`config.mk`:
```
export PLATFORM = sky130hd
export DESIGN_NAME = vga_write_arbiter
export DESIGN_NICKNAME = d
export VERILOG_FILES = /design/src/rtl/vga_write_arbiter.sv
export SDC_FILE = /design/constraint.sdc
export NUM_CORES = 1
export LEC_CHECK = 0
export ABC_AREA = 1
export CAP_MARGIN = 30
export CORE_MARGIN = 2
export CORE_UTILIZATION = 44
export DETAILED_ROUTE_END_ITERATION = 8
export GPL_TIMING_DRIVEN = 0
export PLACE_DENSITY_LB_ADDON = 0.3
export REMOVE_ABC_BUFFERS = 1
export SYNTH_ARGS = -nofsm -noshare
export SYNTH_HDL_FRONTEND = slang
export SYNTH_SLANG_ARGS = --single-unit
```
`constraint.sdc`:
```
create_clock -name clk -period 1.97 [get_ports clk]
set_clock_uncertainty 0.05 [all_clocks]
set_input_delay 0.2955 -clock clk [delete_from_list [all_inputs] [get_ports clk]]
set_output_delay 0.2955 -clock clk [all_outputs]
set_load 0.01 [all_outputs]
```
`src/rtl/vga_write_arbiter.sv`:
```
// ---------------------------------------------------------------------------
// vga_write_arbiter
//
// Purpose: shares the VGA adapter pixel-write port between four drawing
// engines (0 floor/erase, 1 obstacle, 2 running man, 3 game-over overlay).
// An engine raises req, is granted a burst, streams pixels over a
// valid/ready handshake and flags its final pixel with last. Bursts are
// serialised and one pixel per cycle is registered onto the adapter's
// x/y/colour/plot inputs.
//
// Ports:
//   clk, reset_n         clock, synchronous active-low reset
//   req_i[3:0]           burst request per engine
//   pix_valid_i[3:0]     engine i is presenting a pixel
//   pix_last_i[3:0]      presented pixel is the last of the burst
//   pix_x_i/pix_y_i/pix_col_i  packed per-engine coordinates and colour
//   gnt_o[3:0]           registered one-hot grant
//   pix_ready_o[3:0]     pixel accepted this cycle (combinational)
//   vga_x_o/vga_y_o/vga_colour_o/vga_plot_o  registered adapter write port
//   busy_o               high while a burst is in progress
//   burst_done_o[3:0]    one-cycle pulse when engine i's burst ends on last
//   timeout_o            one-cycle pulse when a burst is cut at MAX_BURST
// ---------------------------------------------------------------------------
module vga_write_arbiter #(
    parameter int X_W       = 8,
    parameter int Y_W       = 7,
    parameter int C_W       = 3,
    parameter int MAX_BURST = 19200
) (
    input  logic             clk,
    input  logic             reset_n,
    input  logic [3:0]       req_i,
    input  logic [3:0]       pix_valid_i,
    input  logic [3:0]       pix_last_i,
    input  logic [4*X_W-1:0] pix_x_i,
    input  logic [4*Y_W-1:0] pix_y_i,
    input  logic [4*C_W-1:0] pix_col_i,
    output logic [3:0]       gnt_o,
    output logic [3:0]       pix_ready_o,
    output logic [X_W-1:0]   vga_x_o,
    output logic [Y_W-1:0]   vga_y_o,
    output logic [C_W-1:0]   vga_colour_o,
    output logic             vga_plot_o,
    output logic             busy_o,
    output logic [3:0]       burst_done_o,
    output logic             timeout_o
);

    localparam int                CNT_W = $clog2(MAX_BURST + 1);
    localparam logic [CNT_W-1:0]  CAP   = CNT_W'(MAX_BURST);

    typedef enum logic {
        IDLE  = 1'b0,
        BURST = 1'b1
    } state_t;

    state_t           state_q;
    logic [3:0]       gnt_q;
    logic [1:0]       rr_ptr_q;
    logic [CNT_W-1:0] cnt_q;
    logic [X_W-1:0]   vga_x_q;
    logic [Y_W-1:0]   vga_y_q;
    logic [C_W-1:0]   vga_colour_q;
    logic             vga_plot_q;
    logic [3:0]       burst_done_q;
    logic             timeout_q;

    // Per-engine views of the packed pixel buses.
    logic [X_W-1:0] x_arr   [4];
    logic [Y_W-1:0] y_arr   [4];
    logic [C_W-1:0] col_arr [4];

    genvar gi;
    generate
        for (gi = 0; gi < 4; gi++) begin : g_unpack
            assign x_arr[gi]   = pix_x_i[gi*X_W +: X_W];
            assign y_arr[gi]   = pix_y_i[gi*Y_W +: Y_W];
            assign col_arr[gi] = pix_col_i[gi*C_W +: C_W];
        end
    endgenerate

    // Round-robin search order for engines 0-2: rr_ptr, rr_ptr+1, rr_ptr+2 (mod 3).
    logic [1:0] rr_cand [3];
    generate
        for (gi = 0; gi < 3; gi++) begin : g_rr_cand
            logic [2:0] sum;
            assign sum          = {1'b0, rr_ptr_q} + 3'(gi);
            assign rr_cand[gi]  = (sum >= 3'd3) ? 2'(sum - 3'd3) : sum[1:0];
        end
    endgenerate

    // Winner for a new burst. Engine 3 always wins; otherwise the first
    // requester in round-robin order. Scanning from the back lets the
    // earliest candidate overwrite the later ones.
    logic [1:0] win_idx;
    always_comb begin
        win_idx = 2'd3;
        if (!req_i[3]) begin
            win_idx = rr_cand[0];
            for (int k = 2; k >= 0; k--) begin
                if (req_i[rr_cand[k]]) begin
                    win_idx = rr_cand[k];
                end
            end
        end
    end

    // Index of the currently granted engine.
    logic [1:0] g_idx;
    always_comb begin
        case (gnt_q)
            4'b0010: g_idx = 2'd1;
            4'b0100: g_idx = 2'd2;
            4'b1000: g_idx = 2'd3;
            default: g_idx = 2'd0;
        endcase
    end

    logic             in_burst;
    logic             accept;
    logic             sel_last;
    logic             sel_req;
    logic [CNT_W-1:0] cnt_inc;
    logic             hit_cap;
    logic             end_burst;
    logic [1:0]       rr_after;

    assign in_burst  = (state_q == BURST);
    assign accept    = in_burst && pix_valid_i[g_idx];
    assign sel_last  = pix_last_i[g_idx];
    assign sel_req   = req_i[g_idx];
    assign cnt_inc   = cnt_q + CNT_W'(1);
    assign hit_cap   = (cnt_inc == CAP);
    // A burst ends on an accepted last pixel, on reaching the cap, or when
    // the owner withdraws its request without finishing (abort).
    assign end_burst = in_burst && (accept ? (sel_last || hit_cap || !sel_req) : !sel_req);
    assign rr_after  = (g_idx == 2'd2) ? 2'd0 : 2'(g_idx + 2'd1);

    always_ff @(posedge clk) begin
        if (!reset_n) begin
            state_q      <= IDLE;
            gnt_q        <= 4'b0;
            rr_ptr_q     <= 2'd0;
            cnt_q        <= '0;
            vga_x_q      <= '0;
            vga_y_q      <= '0;
            vga_colour_q <= '0;
            vga_plot_q   <= 1'b0;
            burst_done_q <= 4'b0;
            timeout_q    <= 1'b0;
        end else begin
            vga_plot_q   <= 1'b0;
            burst_done_q <= 4'b0;
            timeout_q    <= 1'b0;
            case (state_q)
                IDLE: begin
                    if (|req_i) begin
                        gnt_q   <= 4'b0001 << win_idx;
                        cnt_q   <= '0;
                        state_q <= BURST;
                    end else begin
                        gnt_q   <= 4'b0;
                    end
                end
                BURST: begin
                    if (accept) begin
                        vga_x_q      <= x_arr[g_idx];
                        vga_y_q      <= y_arr[g_idx];
                        vga_colour_q <= col_arr[g_idx];
                        vga_plot_q   <= 1'b1;
                        cnt_q        <= cnt_inc;
                    end
                    // Last takes precedence over the cap when both coincide.
                    if (accept && sel_last) begin
                        burst_done_q <= gnt_q;
                    end else if (accept && hit_cap) begin
                        timeout_q    <= 1'b1;
                    end
                    if (end_burst) begin
                        state_q <= IDLE;
                        gnt_q   <= 4'b0;
                        // The overlay engine does not take part in the rotation.
                        if (g_idx != 2'd3) begin
                            rr_ptr_q <= rr_after;
                        end
                    end
                end
                default: begin
                    state_q <= IDLE;
                    gnt_q   <= 4'b0;
                end
            endcase
        end
    end

    assign gnt_o        = gnt_q;
    assign pix_ready_o  = in_burst ? (gnt_q & pix_valid_i) : 4'b0;
    assign vga_x_o      = vga_x_q;
    assign vga_y_o      = vga_y_q;
    assign vga_colour_o = vga_colour_q;
    assign vga_plot_o   = vga_plot_q;
    assign busy_o       = in_burst;
    assign burst_done_o = burst_done_q;
    assign timeout_o    = timeout_q;

endmodule

```
### After elaboration in Yosys (flattened, before gate mapping)

Index checks and enable logic that the tools add are counted.

* bits in registers: 46
* input port bits: 86
* output and inout port bits: 33
* logic and storage cells: 96

* add/sub/neg operators: 7
* order comparisons: 8
* eq/ne operators: 9
* shift-type cells: 1
* multiplexer cells: 43
* bitwise logic cells: 4
* reductions and logical operators: 14

Operator list (count)
* $mux W15: 2
* $pmux W15 S2: 1
* $bmux W8 S2: 1
* $mux W2: 8
* $mux W8: 2
* $add A15 B1 Y15 const B: 1
* $eq A15 B15 Y1 const B: 1
* $bmux W7 S2: 1
* $mux W7: 2
* $bmux W1 S2: 6
* $lt A2 B3 Y1 const B: 4
* $mux W4: 3
* $mux W1: 11
* $pmux W4 S2: 1
* $bmux W3 S2: 1
* $ge A3 B2 Y1 const B: 2
* $mux W3: 2
* $pmux W2 S3: 1
* $reduce_and A2 Y1: 3
* $reduce_and A3 Y1: 2
* $sub A2 B2 Y2 const B: 3
* $and A4 B4 Y4: 1
* $eq A4 B2 Y1 const B: 1
* $eq A4 B3 Y1 const B: 1
* 18 further kinds: 25

### Longest topological paths before layout

Gate-level depths: netlist of the first run.

* depth after elaboration: 12
* depth in mapped cells: 16
* gate-level depth less buffers: 16

### Worst setup path after synthesis of the first run

OpenSTA, ideal clock, no wires.

* path type: register to register
* start point: reg cnt_q[0]
* end point: reg rr_ptr_q[0]
* setup time: 0.113 ns
* arrival: 1.613 ns
* required time: 1.807 ns
* path slack: 0.194 ns
* cell stages (with the launch flop): 16
* path buffers: 0
* clock period less this slack: 1.776 ns
* cell sequence: dfxtp_1 -> ha_1 -> nand3_2 -> clkinv_1 -> nand2_1 -> nand2_1 -> inv_1 -> nand2_1 -> nor2_1 -> nand2_2 -> nor2_4 -> nand2_4 -> nand2_2 -> nand2_2 -> nor2_1 -> nor2_1

* word-level cells in the longest chain between the ends: 7

RTL lines
* start, declared: line 60 `logic [CNT_W-1:0] cnt_q;`
* start signal, assigned: line 171 `cnt_q <= cnt_inc;`
* $add A15 B1 Y15: line 132 `assign cnt_inc = cnt_q + CNT_W'(1);`
* $eq A15 B15 Y1: line 133 `assign hit_cap = (cnt_inc == CAP);`
* $logic_or A1 B1 Y1 (2 in series): line 136 `assign end_burst = in_burst && (accept ? (sel_last || hit_cap || !sel_req) : !sel_req);`
* $mux W1: line 136
* $logic_and A1 B1 Y1: line 136
* $reduce_and A3 Y1 (no line)
* end signal, assigned: line 184 `rr_ptr_q <= rr_after;`
* end, declared: line 59 `logic [1:0] rr_ptr_q;`

Every way passes these cells.
A chain may end at the register's enable or synchronous reset.

### Worst setup path in the final report of the first run

* start point: reg gnt_q[3] (netlist: gnt_o[3])
* end point: reg state_q (netlist: busy_o)

* word-level cells in the longest chain between the ends: 10
* elaborated cells on any way between the ends: 18
* classes of those cells: eq/ne: 3; mux: 10; reduce/logical: 5

RTL lines
* start, declared: line 58 `logic [3:0] gnt_q;`
* start signal, assigned: line 158 `gnt_q <= 4'b0001 << win_idx;`
* $eq A4 B4 Y1, or another cell as far along: line 111 `case (gnt_q)`
* $pmux W2 S3 (*): line 111
* $bmux W1 S2 (on tied branches): line 130, 131
* $mux W1 (on tied branches): line 130, 131
* $logic_or A1 B1 Y1 or $logic_not A1 Y1 (tied branches): line 136
* $logic_or A1 B1 Y1: line 136
* $mux W1 (*): line 136
* $logic_and A1 B1 Y1 (*): line 136
* $mux W1 (*): line 179 `if (end_burst) begin`
* $pmux W1 S2 (*): line 155 `case (state_q)`
* end signal, assigned: line 141 `state_q <= IDLE;`
* end signal, assigned: line 160 `state_q <= BURST;`
* end signal, assigned: line 180 `state_q <= IDLE;`
* end, declared: line 57 `state_t state_q;`

Every way passes the cells marked *; elsewhere a longest branch is shown, timed or not. The select of a mux whose other input is x is not followed.

==> flow_metrics.tcl, run 1 <==
set metrics [dict create \
    drt_first_pass_iters 6 \
    cts-root-buf "clkbuf_8" \
    finalHoldViolCount 0 \
    total_power_mw 3.46 \
    grt_pass1_vias 3575 \
    synth_cells 471 \
    ctsHtreeMaxLevel 2 \
    yosys.area.top_type_share 0.306 \
    status "finished with violations" \
    globalRouteTotalUtil 0.268 \
    ys_async_sr_fraction 0 \
    drtAntennaViolNets 0 \
    final_nets 698 \
    maxSlewHeadroom 0.680 \
    yosys_warnings 0 \
    dieWidth_um 86.8 \
    wire_per_inst_um 16.3 \
    yosys.area.top_type "dfxtp_1" \
    syn_area_um2 3010 \
    ys_ff_latch 46 \
    die-height_um 86.8 \
    hp-start "cnt_q[13]$_SDFFE_PN0P_" \
    drt_iter0_drc 459 \
    rr_startpoint "gnt_o[3]$_SDFFE_PN0P_" \
    cts_tree "built" \
    crit_path_end_kind "flop" \
    core_area_um2 6720 \
    path_max_fanout 11 \
    tightest_slew_ns 0.481 \
    clk_path_buf_depth 2 \
    path_clk_slew_ns 0.09 \
    r2r-end "busy_o$_SDFF_PN0_" \
    fill_cells 506 \
    clock_sinks 46 \
    peakVddDrop_uv 351 \
    slowest_delay_ns 0.38 \
    achievable-frequency_ghz 0.493 \
    cp-start-kind "flop" \
    drive_above_1_share 0.199 \
    synth_common_cells "nor2_1 (94), nand2_1 (79), o21ai_0 (64), dfxtp_1 (46), inv_1 (31)" \
    powerDensity_nw_per_um2 720 \
    cap_violations 0 \
    r2r.worst_path.cells 12 \
    whs_endpoint "cnt_q[13]$_SDFFE_PN0P_" \
    port-buffer-count 118 \
    gr-total-overflow 0 \
    period_share 1.03 \
    grt_start_max_net_pins 37 \
    syn2layout_area_growth_pct 59.6 \
    worstSkewPairLatency_ns 0.32 \
    crit_type "flop to flop" \
    synth_area_per_cell_um2 6.40 \
    fp.dieArea_um2 7530 \
    setup_violations 3 \
    drcViolationCount 0 \
    final_max_slew_viol_count 0 \
    path_cells "inv_2 > nand2_1 > nand2_2 > nand2_8 > clkinv_8 > nand3_4 > nand2_8 > nor2_4 > nor2_4 > buf_4 > nand3_1 > a21oi_1" \
    routed_wl_um 11200 \
    holdCritPathClass "flop to flop" \
    p_int_mw 2.05 \
    synth_flop_cell "dfxtp_1" \
    antennaDiodeCount 0 \
    regArea_um2 955 \
    grt_pass1_wl_um 15900 \
    cp.arrival_ns 2.21 \
    p_clk_frac 0.166 \
    min_period_ns 2.03 \
    yosys.cell_types.count 33 \
    ys_top_cells_by_area "dfxtp_1 (31%), nor2_1 (12%), o21ai_0 (11%), nand2_1 (9.8%), inv_1 (3.9%)" \
    failed_checks "setup timing" \
    synth.most_common_cell "nor2_1" \
    critPathLaunch "gnt_o[3]$_SDFFE_PN0P_" \
    power_frac_seq 0.319 \
    fin_tns_setup_ns -0.123 \
    comb_power_share 0.515 \
    yosysSeqAreaShare 0.306 \
    antenna_found_initial 0 \
    cts_made_buffers 5 \
    cp_data_required_time_ns 2.15 \
    ios 119 \
    dp_hpwl_um 6390 \
    multi_input_area_um2 2030 \
    synth_edf_count 0 \
    switchingPower_mw 1.41 \
    swShare 0.406 \
    cp_slowest_cell "dfxtp_4" \
    initial_core_util 0.448 \
    whs_path_depth 2 \
    power.leakage_nw 1.84 \
    route.vias.total 3850 \
    viasPerCell 5.60 \
    placementRows 30 \
    globalplace.congestion 0.866 \
    finalWorstSetupSlack_ns -0.0588 \
    ff2ff_setup_slack_ns -0.06 \
]
sequential cells by signal, summed over array words and instances (netlist names):
register,cells
rr_ptr_q,2
busy_o,1
vga_x_o,8
vga_plot_o,1
gnt_o,4
timeout_o,1
burst_done_o,4
vga_colour_o,3
vga_y_o,7
cnt_q,15
layer usage:
metal | vias to the layer above | routed length [µm] | GRT usage | share of wire
li1 | 1842 | - | - | -
met1 | 1749 | 4160 | 0.288 | 0.37
met2 | 218 | 5690 | 0.497 | 0.51
met3 | 41 | 957 | 0.0705 | 0.085
met4 | 0 | 407 | 0.107 | 0.036
met5 | - | 0 | 0 | 0
cell families after synthesis:
kind of cell	after synthesis	synth area share
flip-flops	46	0.306
XOR/XNOR	1	0.00291
buffers and inverters	63	0.0889
adder cells (fa/ha/maj)	4	0.0166
AND/OR/NAND/NOR	241	0.374
AO/OA/AOI/OAI	116	0.212
through the flow:
stage / util / worst slack, ns / hold WS [ns] / cell area, µm² / std cells
floorplan: - / -0.103 / 0.366 / 2910 / 450
global placement: 0.623 / -0.962 / 0.414 / 4190 / 648
detailed placement: 0.623 / -0.997 / 0.425 / 4190 / 648
CTS: 0.668 / 0.00671 / 0.437 / 4490 / 667
global route: 0.716 / -0.143 / 0.473 / 4810 / 688
finish: 0.716 / -0.0588 / 0.444 / 4810 / 688
layout make-up:
cell class / count / area share
Inverter: 42 / 0.0411
Clock inverter: 2 / 0.00208
Timing Repair Buffer: 147 / 0.299
Timing Repair inverter: 1 / 0.00182
Tap cell: 80 / 0.0208
Clock buffer: 5 / 0.0143
Sequential cell: 46 / 0.198
Multi-Input combinational cell: 365 / 0.422
repair_timing:
item	CTS	global route
endpoints found under the setup margin	50	38
gates cloned	3	1
gates resized for setup	32	49
pin swaps	8	19
hold buffers	0	0
setup buffers	9	20
critical path: cells and delay by family, from the launching register on:
kind	cells	cell delay, ns
flops	1	0.38
simple gates	8	0.99
compound gates	1	0.16
buf+inv	3	0.36
worst max path at each step:
stage	endpoint	slack [ns]	depth (start not counted)
after floorplan	cnt_q[5]$_SDFFE_PN0P_	-0.10	10
after global placement	cnt_q[7]$_SDFFE_PN0P_	-0.96	5
after detailed placement	cnt_q[7]$_SDFFE_PN0P_	-1.0	5
after CTS	pix_ready_o[0]	0.007	3
after global routing	gnt_o[2]$_SDFFE_PN0P_	-0.14	12
final	busy_o$_SDFF_PN0_	-0.06	12
power by group through the flow:
stage | Clock, mW | Combinational [mW] | Sequential (mW)
after floorplan | 0 | 0.733 | 1.14
final | 0.575 | 1.78 | 1.10
after global routing | 0.593 | 1.91 | 1.12
after detailed placement | 0 | 1.31 | 1.11
after CTS | 0.569 | 1.51 | 1.10
after global placement | 0 | 1.28 | 1.11
layout by cell type, fill, tap and decap left out, types with 2 or more instances in the layout:
cell,n
nor2_1,88
ha_4,2
buf_6,2
o21ai_1,2
nand3b_1,3
inv_2,6
nor2_2,9
nor3_1,2
nand4_1,8
nor2_4,11
o22ai_1,18
clkbuf_8,5
a21oi_1,21
nor4_1,2
dfxtp_1,33
nand2_2,12
nand2_1,76
nand2_4,5
dfxtp_2,6
nand3_2,5
a31oi_1,2
clkinv_2,3
dfxtp_4,7
inv_4,2
a32o_1,3
nand2_8,2
buf_12,2
o32ai_1,2
or2_1,2
nand3_4,4
clkdlybuf4s50_1,115
buf_4,24
nand3_1,14
dlymetal6s2s_1,2
inv_1,29
a21oi_2,3
o21ai_0,62
(Power assumes the default switching activity.)
==> run 2: changes to the inputs <==
--- a/config.mk
+++ b/config.mk
@@ -11,6 +11,7 @@
 export CORE_UTILIZATION = 44
 export DETAILED_ROUTE_END_ITERATION = 8
 export GPL_TIMING_DRIVEN = 0
+export HOLD_SLACK_MARGIN = 0.1
 export PLACE_DENSITY_LB_ADDON = 0.3
 export REMOVE_ABC_BUFFERS = 1
 export SYNTH_ARGS = -nofsm -noshare
==> results of run 2 <==
The final DEF is identical to that of run 1; final timing and power are the same.
